==> config.mk <==
export PLATFORM = sky130hd
export DESIGN_NAME = uart_tx_arb
export DESIGN_NICKNAME = d
export VERILOG_FILES = /design/src/rtl/uart_tx_arb.sv
export SDC_FILE = /design/constraint.sdc
export NUM_CORES = 1
export LEC_CHECK = 0
export ABC_CLOCK_PERIOD_IN_PS = 4300
export CORE_ASPECT_RATIO = 0.7
export CORE_MARGIN = 2
export CORE_UTILIZATION = 35
export DETAILED_ROUTE_END_ITERATION = 16
export PLACE_DENSITY = 0.72
export SLEW_MARGIN = 20
export SYNTH_ARGS = -nofsm -noshare
export SYNTH_HDL_FRONTEND = slang
export SYNTH_SLANG_ARGS = --single-unit
==> constraint.sdc <==
create_clock -name i_clk -period 4.3 [get_ports i_clk]
set_input_delay 0.645 -clock i_clk [delete_from_list [all_inputs] [get_ports i_clk]]
set_output_delay 0.645 -clock i_clk [all_outputs]
set_load 0.02 [all_outputs]
==> src/rtl/uart_tx_arb.sv <==
// Round-robin arbiter sharing one UART transmitter between NUM_REQ byte producers.
// Define UART_ARB_FIXED_PRIO_EN for fixed priority (lowest index wins) instead of round-robin.
module uart_tx_arb #(
  parameter int unsigned NUM_REQ      = 4,
  parameter int unsigned DATA_BITS    = 8,
  parameter int unsigned BUSY_TIMEOUT = 16
) (
  input  logic                         i_clk,
  input  logic                         i_rst_n,
  input  logic [NUM_REQ-1:0]           i_req,
  input  logic [NUM_REQ*DATA_BITS-1:0] i_data,
  output logic [NUM_REQ-1:0]           o_grant,
  output logic [DATA_BITS-1:0]         o_tx_data,
  output logic                         o_tx_write,
  input  logic                         i_tx_busy,
  output logic                         o_busy,
  output logic                         o_err
);

  localparam int unsigned PW = $clog2(NUM_REQ);
  localparam int unsigned CW = $clog2(BUSY_TIMEOUT);

  typedef enum logic [1:0] {
    IDLE,
    WAIT_BUSY,
    WAIT_DONE
  } state_t;

  state_t                 state_q;
  logic [CW-1:0]          cnt_q;
  logic [NUM_REQ-1:0]     grant_q;
  logic [DATA_BITS-1:0]   data_q;
  logic                   write_q;
  logic                   err_q;

  logic [PW-1:0]          scan_start;
  logic [PW-1:0]          win_sel;
  logic                   hit;
  logic                   fire;
  logic [NUM_REQ-1:0]     grant_d;
  logic [DATA_BITS-1:0]   data_d;
  logic [DATA_BITS-1:0]   req_data [NUM_REQ];

  always_comb begin
    for (int unsigned k = 0; k < NUM_REQ; k++) begin
      req_data[k] = i_data[k*DATA_BITS +: DATA_BITS];
    end
  end

  // Scan upward from scan_start with wrap; first asserted request wins.
  always_comb begin
    int unsigned idx;
    idx     = 0;
    hit     = 1'b0;
    win_sel = '0;
    for (int unsigned i = 0; i < NUM_REQ; i++) begin
      idx = 32'(scan_start) + i;
      if (idx >= NUM_REQ) begin
        idx = idx - NUM_REQ;
      end
      if (!hit && i_req[idx[PW-1:0]]) begin
        hit     = 1'b1;
        win_sel = idx[PW-1:0];
      end
    end
  end

  always_comb begin
    grant_d          = '0;
    grant_d[win_sel] = 1'b1;
    data_d           = req_data[win_sel];
  end

  assign fire = (state_q == IDLE) && hit && !i_tx_busy;

`ifdef UART_ARB_FIXED_PRIO_EN
  assign scan_start = '0;
`else
  logic [PW-1:0] ptr_q;
  logic [PW-1:0] ptr_d;

  assign ptr_d = (win_sel == PW'(NUM_REQ-1)) ? '0 : win_sel + 1'b1;

  always_ff @(posedge i_clk or negedge i_rst_n) begin
    if (!i_rst_n) begin
      ptr_q <= '0;
    end else if (fire) begin
      ptr_q <= ptr_d;
    end
  end

  assign scan_start = ptr_q;
`endif

  always_ff @(posedge i_clk or negedge i_rst_n) begin
    if (!i_rst_n) begin
      state_q <= IDLE;
      cnt_q   <= '0;
      grant_q <= '0;
      data_q  <= '0;
      write_q <= 1'b0;
      err_q   <= 1'b0;
    end else begin
      write_q <= 1'b0;
      grant_q <= '0;
      err_q   <= 1'b0;
      case (state_q)
        IDLE: begin
          if (fire) begin
            data_q  <= data_d;
            write_q <= 1'b1;
            grant_q <= grant_d;
            cnt_q   <= '0;
            state_q <= WAIT_BUSY;
          end
        end
        WAIT_BUSY: begin
          if (i_tx_busy) begin
            state_q <= WAIT_DONE;
          end else if (cnt_q == CW'(BUSY_TIMEOUT-1)) begin
            // Transmitter never took the byte; drop it and reopen arbitration.
            state_q <= IDLE;
            err_q   <= 1'b1;
          end else begin
            cnt_q <= cnt_q + 1'b1;
          end
        end
        WAIT_DONE: begin
          if (!i_tx_busy) begin
            state_q <= IDLE;
          end
        end
        default: state_q <= IDLE;
      endcase
    end
  end

  assign o_grant    = grant_q;
  assign o_tx_data  = data_q;
  assign o_tx_write = write_q;
  assign o_err      = err_q;
  assign o_busy     = (state_q != IDLE);

endmodule
**After elaboration in Yosys (flattened, before gate mapping)**

Cells that the tools add are included.

- Add/sub/neg operators: 9
- $mul: 0
- Divide/modulo/power cells: 0
- Magnitude comparators: 11
- Equal/unequal tests: 9
- Shift operators: 0
- Mux-type cells: 42
- Bitwise logic cells: 1
- Reduce and logical (&&, ||, !) cells: 16

Operators with widths:

| kind | count |
|---|---|
| two-way mux 2 bit | 13 |
| two-way mux 4 bit | 5 |
| binary-select mux 8 bit (select 2 bit) | 1 |
| two-way mux 8 bit | 2 |
| < comparator 2 x 3 -> 1 bit, second input constant | 5 |
| two-way mux 1 bit | 14 |
| greater-or-equal comparator 3 bit, second input constant | 4 |
| binary-select mux 1 bit (select 2 bit) | 4 |
| != test 2 bit, second input constant | 4 |
| case mux 4 bit (2 select lines) | 1 |
| subtractor 2 x 1 -> 2 bit, second input constant | 4 |
| adder 2 x 2 -> 3 bit, second input constant | 2 |
| logical AND 1 bit | 6 |
| case mux 2 bit (3 select lines) | 1 |
| adder 4 x 1 -> 4 bit, second input constant | 1 |
| equality test 2 bit, second input constant | 2 |
| equality test 4 bit, second input constant | 1 |
| zero test 1 bit | 4 |
| AND reduction 4 bit | 1 |
| nonzero test 2 bit | 2 |
| adder 2 x 1 -> 3 bit, second input constant | 1 |
| greater-or-equal comparator 2 x 3 -> 1 bit, second input constant | 1 |
| != test 3 bit, second input constant | 1 |
| NOT 2 -> 3 bit | 1 |
| other kinds (7) | 7 |

- Register bits: 22
- Bits in latches: 0
- Bits in writable memories: 0
- Memory bits (read-only): 0
- Memories kept: 0

**Longest topological paths before layout**

Gate-level depths: netlist of the first run.

- Word-level depth: 20
- Depth in mapped cells: 8

**Worst setup path after synthesis of the first run**

OpenSTA, ideal clock, no wires.

- Path type: input -> register
- Start: input port i_req[2]
- End: register cnt_q[0]
- Setup time: 0.125 ns
- Arrival time: 1.825 ns
- Data required time: 4.175 ns
- Slack: 2.350 ns
- Stages: 4
- Cells stage by stage: or4_4 buf_6 o211a_4 mux2_4

- Longest elaborated chain between the ends: 16
- Elaborated cells on any way between the ends: 22
- Those cells by class: 1 x eq/ne; 12 x mux; 9 x reduce/logical

Ends and longest elaborated chain:

| what | line | source |
|---|---|---|
| start, declared | 10 | `input logic [NUM_REQ-1:0] i_req,` |
| binary-select mux 1 bit (select 2 bit) | 61 | `if (!hit && i_req[idx[PW-1:0]]) begin` |
| two-way mux 1 bit (not written as such) | 61 |  |
| two-way mux 1 bit | 61 |  |
| zero test 1 bit | 61 |  |
| logical AND 1 bit | 61 |  |
| two-way mux 1 bit | 61 |  |
| zero test 1 bit | 61 |  |
| logical AND 1 bit | 61 |  |
| two-way mux 1 bit | 61 |  |
| zero test 1 bit | 61 |  |
| logical AND 1 bit | 61 |  |
| two-way mux 1 bit (*) | 61 |  |
| logical AND 1 bit (*) (2 in series) | 74 | `assign fire = (state_q == IDLE) && hit && !i_tx_busy;` |
| != test 2 bit (no line) (*) | -- |  |
| AND reduction 4 bit (no line) (*) | -- |  |
| end signal, assigned | 125 | `cnt_q <= cnt_q + 1'b1;` |
| end, declared | 30 | `logic [CW-1:0] cnt_q;` |

Every way passes the cells marked *; elsewhere a longest branch is shown, timed or not. The select of a mux whose other input is x is not followed.
A chain may end at the register's enable or synchronous reset.

**Worst setup path after layout of the first run**

- Start: input port i_req[0]
- End: register data_q[2], in the netlist o_tx_data[2]

- Longest elaborated chain between the ends: 16
- Elaborated cells on any way between the ends: 29
- Those cells by class: 19 x mux; 1 x bitwise; 9 x reduce/logical

Ends and longest elaborated chain:

| what | line | source |
|---|---|---|
| binary-select mux 1 bit (select 2 bit) | 61 |  |
| two-way mux 1 bit (not written as such) | 61 |  |
| two-way mux 1 bit | 61 |  |
| zero test 1 bit | 61 |  |
| logical AND 1 bit | 61 |  |
| two-way mux 1 bit | 61 |  |
| zero test 1 bit | 61 |  |
| logical AND 1 bit | 61 |  |
| two-way mux 1 bit | 61 |  |
| zero test 1 bit | 61 |  |
| logical AND 1 bit | 61 |  |
| two-way mux 2 bit | 61 |  |
| NOT 2 -> 3 bit (not written as such) | 71 | `data_d = req_data[win_sel];` |
| binary-select mux 8 bit (select 2 bit) | 71 |  |
| two-way mux 8 bit (not written as such) (2 in series) | 71 |  |
| end signal, assigned | 110 | `data_q <= data_d;` |
| end, declared | 32 | `logic [DATA_BITS-1:0] data_q;` |

Parallel ways exist; a longest one is shown, timed or not. The select of a mux whose other input is x is not followed.

==> flow_summary.ini, run 1 <==
[outcome]
status = completed

[global_routing]
grt-ovfl-total = 0
grt_pass1_vias = 1080
grtUsageTotal_pct = 15.2
grt_first_pass_wirelength_um = 4940
antenna_found_initial = 0
grt_max_degree = 28

[critical_path]
r2r-end = o_tx_data[2]$_DFFE_PN0P_
cp-endpoint = o_tx_data[2]$_DFFE_PN0P_
ff2ff_path_depth = 6
critPathMaxStageDelay_ns = 0.54
crit_cells = 7
r2r_setup_slack_ns = 2.30
crit_start = i_req[0]
cp_top_family = buffers and inverters
path_class = primary input to register
path_cells = clkdlybuf4s50_1 > or3b_1 > o221ai_2 > buf_4 > mux2i_1 > nor3_1 > a211o_1
worst_ep_arrival_time_ns = 2.57
crit_slowest_cell = clkdlybuf4s50_1
worst_setup_path_end_kind = register
crit_path_start_kind = primary input
crit_buf_inv = 2
crit_required_ns = 4.45
reg2reg_from = ptr_q[1]$_DFFE_PN0N_
critPathMaxFanout = 19

[timing]
skew_ns = 0.00477
fin_setup_tns_ns = 0
slew_headroom_pct = 66.1
period_share_pct = 56.4
slew_viol_final = 0
hold_viol_final = 0
worst-slew-pin-transition_ns = 0.509
fin_ws_ns = 1.87
setup_viol = 0
fin_crit_ns = 2.43
rsz0062_at_grt = no
fmax_mhz = 412

[detailed_routing]
drt_iter0_markers = 45
routed_via_density = 4.93
num_vias = 1075
first_pass_iters = 4
ant_nets = 0
drt-total-wl_um = 3100
drc = 0
drt-wirelength-per-cell_um = 14.2

[placed_design]
gp_congestion = 0.790
io_buffers = 53
dpl.hpwl_um = 2430
dpl.cell_count = 215
dpl_worst_slack_ns = 1.59

[layout]
syn_to_final_growth_pct = 44.0
seq_area_um2 = 551
multi_input_area_um2 = 658
antennaDiodeCount = 0
finalNetCount = 214
fill_cells = 339
layout.cells.non_filler = 218
utilization_pct = 52.8
drive_gt1_share_pct = 10.7

[clock_tree]
cts.repair.resized = 0
cts_setup_buffers = 0
clock_latency_ns = 0.26
max-clock-path-buffers = 2
h-tree-depth = 1
postCtsHoldBufs = 0
cts_tree = done
path_clk_slew_ns = 0.07
cts_sinks = 22
cts_root_buf = clkbuf_8
cts_buffers = 3

[logic_synthesis]
yosysTopAreaCell = dfrtp_1
yosysTopAreaCellShare_pct = 42.4
synth-edff-count = 0
yosysMostFrequentCell = dfrtp_1
netlist_area_um2 = 1300
synth.net_count = 161
synthTopCellsByArea = dfrtp_1 (42%), mux2i_1 (12%), nor3_1 (6.6%)
yosys-top-cells-count = dfrtp_1 (22), nor3_1 (17), mux2i_1 (16)
ys_seq_area_share_pct = 42.4
synth_cell_type_count = 33
postSynthCellCount = 117
synthArstFlopShare_pct = 100
ys.warnings.count = 0
synth_flop_cell = dfrtp_1
synth_area_per_cell_um2 = 11.1
ys_ff_latch = 22

[floorplan]
coreArea_um2 = 3540
initial_core_util_pct = 36.7
die_h_um = 54.9
ioPinCount = 54
die_area_um2 = 4220
die-width_um = 76.8
row_count = 18

[power]
p_per_area_nw_per_um2 = 432
ir_drop_mv = 0.187
power_leakage_uw = 0.000869

[flow_run]
maxCapViolCount = 0

[worst_hold_path]
hold_path.class = primary input to async pin
per-stage QoR:
stage | power (uW) | cell area, um^2 | hold WS [ns]
after floorplan | 543 | 1300 | 0.349
after global placement | 676 | 1830 | 0.473
after detailed placement | 688 | 1830 | 0.483
after CTS | 817 | 1870 | 0.500
after global routing | 853 | 1870 | 0.378
final | 807 | 1870 | 0.345
state kept, by name (all words and copies together) (netlist names):
| register | count |
|---|---|
| ptr_q | 2 |
| state_q | 2 |
| o_grant | 4 |
| o_err | 1 |
| cnt_q | 4 |
| o_tx_write | 1 |
| o_tx_data | 8 |
where the power goes:
part / internal, uW / total (uW) / switching [uW]
combinational: 196 / 381 / 184
sequential: 260 / 302 / 42.2
clock: 62.5 / 124 / 61.8
total: 518 / 807 / 288
routing by layer:
layer	track usage, %	share of wire, %
met5	0	0
met4	4.55	1.4
met3	3.90	5.1
met2	28.2	48
met1	18.0	46
cell families after synthesis:
family	count (synthesis)	share of synthesized area (%)
xor gates and xnor gates	2	1.35
and+or+nand+nor	40	17.8
AOI/OAI and AO/OA	18	12.1
muxes	18	14.7
buffers and inverters	12	6.85
DFF	22	42.4
adders and majority gates	5	4.82
how the worst min path moves through the flow:
stage / cells past startpoint / startpoint / end / slack, ns
floorplan: 0 / i_rst_n / cnt_q[0]$_DFFE_PN0P_ / 0.35
global placement: 1 / o_tx_data[6]$_DFFE_PN0P_ / o_tx_data[6]$_DFFE_PN0P_ / 0.47
detailed placement: 1 / o_tx_data[1]$_DFFE_PN0P_ / o_tx_data[1]$_DFFE_PN0P_ / 0.48
CTS: 1 / o_tx_data[1]$_DFFE_PN0P_ / o_tx_data[1]$_DFFE_PN0P_ / 0.50
global route: 1 / i_rst_n / o_tx_data[6]$_DFFE_PN0P_ / 0.38
finish: 1 / i_rst_n / o_tx_data[6]$_DFFE_PN0P_ / 0.34
cell type report:
type                    instances  area share, %
multi-input cells              83           35.2
flip-flops and latches         22           29.5
repair buffers                 54           28.5
inverters                       6           1.21
well taps                      50           3.35
clock buffers                   3           2.21
layout by cell type, fill, tap and decap left out, types with 2 or more instances in the layout:
cell type / count
a21boi_0: 2
dfrtp_1: 22
nand4_1: 2
nor3_1: 17
clkbuf_8: 3
mux2_4: 2
nand2_1: 4
mux2i_1: 16
nor2_1: 4
inv_1: 5
xor2_1: 2
ha_1: 5
a211o_1: 8
and3_2: 4
nand2b_1: 2
a21oi_1: 2
clkdlybuf4s50_1: 52
(Power assumes the default switching activity.)
==> run 2: changes to the inputs <==
- ABC_CLOCK_PERIOD_IN_PS: 4300 -> 2140
- PLACE_DENSITY: 0.72 -> 0.74
- clock period: 4.3 -> 2.14 ns (I/O delays scaled with it)
==> flow_summary.ini, run 2 (synthesis results as in run 1) <==
[timing]
slew_viol_final = 0
whs_ns = 0.401
setup_viol = 0
fin_crit_ns = 1.97
hold_viol_final = 0
period_share_pct = 92.0
skew_ns = 0.00162
fmax_mhz = 508
fin_ws_ns = 0.171
rsz0062_at_grt = no
slew_headroom_pct = 73.2
worst-slew-pin-transition_ns = 0.399

[power]
sw_frac_of_total_pct = 35.1
power_leakage_uw = 0.000910
combinationalPowerShare_pct = 47.4
ir_drop_mv = 0.538
clkPwrFrac_pct = 17.4
p_per_area_nw_per_um2 = 889
p_switching_uw = 607
p_int_uw = 1120
seq_power_share_pct = 35.2

[placed_design]
io_buffers = 53
dpl_cell_area_um2 = 1890
dpl_worst_slack_ns = -0.112
gp_congestion = 0.792
dpl.hpwl_um = 2650

[layout]
drive_gt1_share_pct = 13.7
finalNetCount = 220
final_area_um2 = 1940
largest_register_ff_count = 8
antennaDiodeCount = 0
layout_common_cells = clkdlybuf4s50_1 (53), dfrtp_1 (22), nor3_1 (17)
syn_to_final_growth_pct = 49.9
final_common_cell = clkdlybuf4s50_1

[clock_tree]
cts_buffers = 3
h-tree-depth = 1
clock_latency_ns = 0.26
cts_sinks = 22
postCtsHoldBufs = 0
path_clk_slew_ns = 0.08
cts_tree = done
cts_setup_buffers = 0
cts.repair.resized = 0
cts_root_buf = clkbuf_8
max-clock-path-buffers = 2

[critical_path]
r2r-end = o_tx_data[6]$_DFFE_PN0P_
crit_buf_inv = 2
cp_top_family = buffers and inverters
critPathMaxStageDelay_ns = 0.49
reg2reg_from = ptr_q[1]$_DFFE_PN0N_
crit_required_ns = 2.29
cp-endpoint = o_tx_data[6]$_DFFE_PN0P_
crit_cells = 7
ff2ff_path_depth = 6
crit_path_start_kind = primary input
path_class = primary input to register
crit_slowest_cell = clkdlybuf4s50_1
critPathMaxFanout = 15
path_cells = clkdlybuf4s50_1 > mux2_4 > o221ai_2 > buf_12 > mux2i_1 > nor3_1 > a211o_1
r2r_setup_slack_ns = 0.23
crit_start = i_req[1]
worst_setup_path_end_kind = register
worst_ep_arrival_time_ns = 2.12

[floorplan]
row_count = 18
initial_core_util_pct = 36.7
coreArea_um2 = 3540
die-width_um = 76.8
die_area_um2 = 4220
die_h_um = 54.9
ioPinCount = 54

[global_routing]
grtUsageTotal_pct = 18.0
grt_pass1_vias = 1181
grt_first_pass_wirelength_um = 5650
grt_max_degree = 28
grt-ovfl-total = 0
antenna_found_initial = 0

[detailed_routing]
routed_via_density = 4.88
drc = 0
drt-total-wl_um = 3310
drt_iter0_markers = 53
first_pass_iters = 4
drt-wirelength-per-cell_um = 14.7
ant_nets = 0
num_vias = 1098

[outcome]
status = completed

[worst_hold_path]
hold_path.class = primary input to async pin

[flow_run]
maxCapViolCount = 0
[run 2: per-stage QoR]
step	power, uW	setup TNS, ns	std cells	utilization, %
floorplan	1090	0	117	-
global placement	1410	-0.00339	221	53.4
detailed placement	1440	-0.701	221	53.4
CTS	1740	0	225	55.0
global route	1840	0	225	55.0
finish	1730	0	225	55.0
[run 2: routing by layer]
| layer | global-route usage, % | vias to the layer above | wire [um] |
|---|---|---|---|
| met5 | 0 | - | 0 |
| met4 | 5.76 | 0 | 13 |
| met3 | 4.55 | 2 | 152 |
| met2 | 33.5 | 27 | 1690 |
| met1 | 21.3 | 523 | 1460 |
| li1 | - | 546 | - |
[run 2: worst min path at each step]
stage / to / slack, ns
6_report: o_tx_data[4]$_DFFE_PN0P_ / 0.40
5_1_grt: ptr_q[1]$_DFFE_PN0N_ / 0.43
4_1_cts: o_tx_data[5]$_DFFE_PN0P_ / 0.42
3_5_place_dp: o_tx_data[4]$_DFFE_PN0P_ / 0.48
3_3_place_gp: o_tx_data[5]$_DFFE_PN0P_ / 0.47
2_1_floorplan: cnt_q[0]$_DFFE_PN0P_ / 0.03
[run 2: power by group through the flow]
| stage | Clock [uW] | Sequential [uW] | Combinational, uW |
|---|---|---|---|
| 6_report | 301 | 609 | 820 |
| 3_3_place_gp | 0 | 606 | 802 |
| 5_1_grt | 332 | 622 | 886 |
| 4_1_cts | 309 | 607 | 828 |
| 2_1_floorplan | 0 | 693 | 397 |
| 3_5_place_dp | 0 | 614 | 821 |
[run 2: cell type report]
type	count	area, um^2
inverter	6	22.5
multi-input combinational	83	658
timing repair buffer	60	596
clock buffer	4	55.1
fill	310	1590
tap	50	62.6
sequential	22	551
[run 2: worst reg2reg max path, cell delays in order, from the launching register on]
cell and delay (ns):
dfrtp_1 0.47, mux2_4 0.33, o221ai_2 0.25, buf_12 0.20, mux2i_1 0.22, nor3_1 0.06
a211o_1 0.27
==> run 3: changes to the inputs <==
- TNS_END_PERCENT: unset -> 10
==> results of run 3 <==
The final DEF is identical to that of run 2; final timing and power are the same.
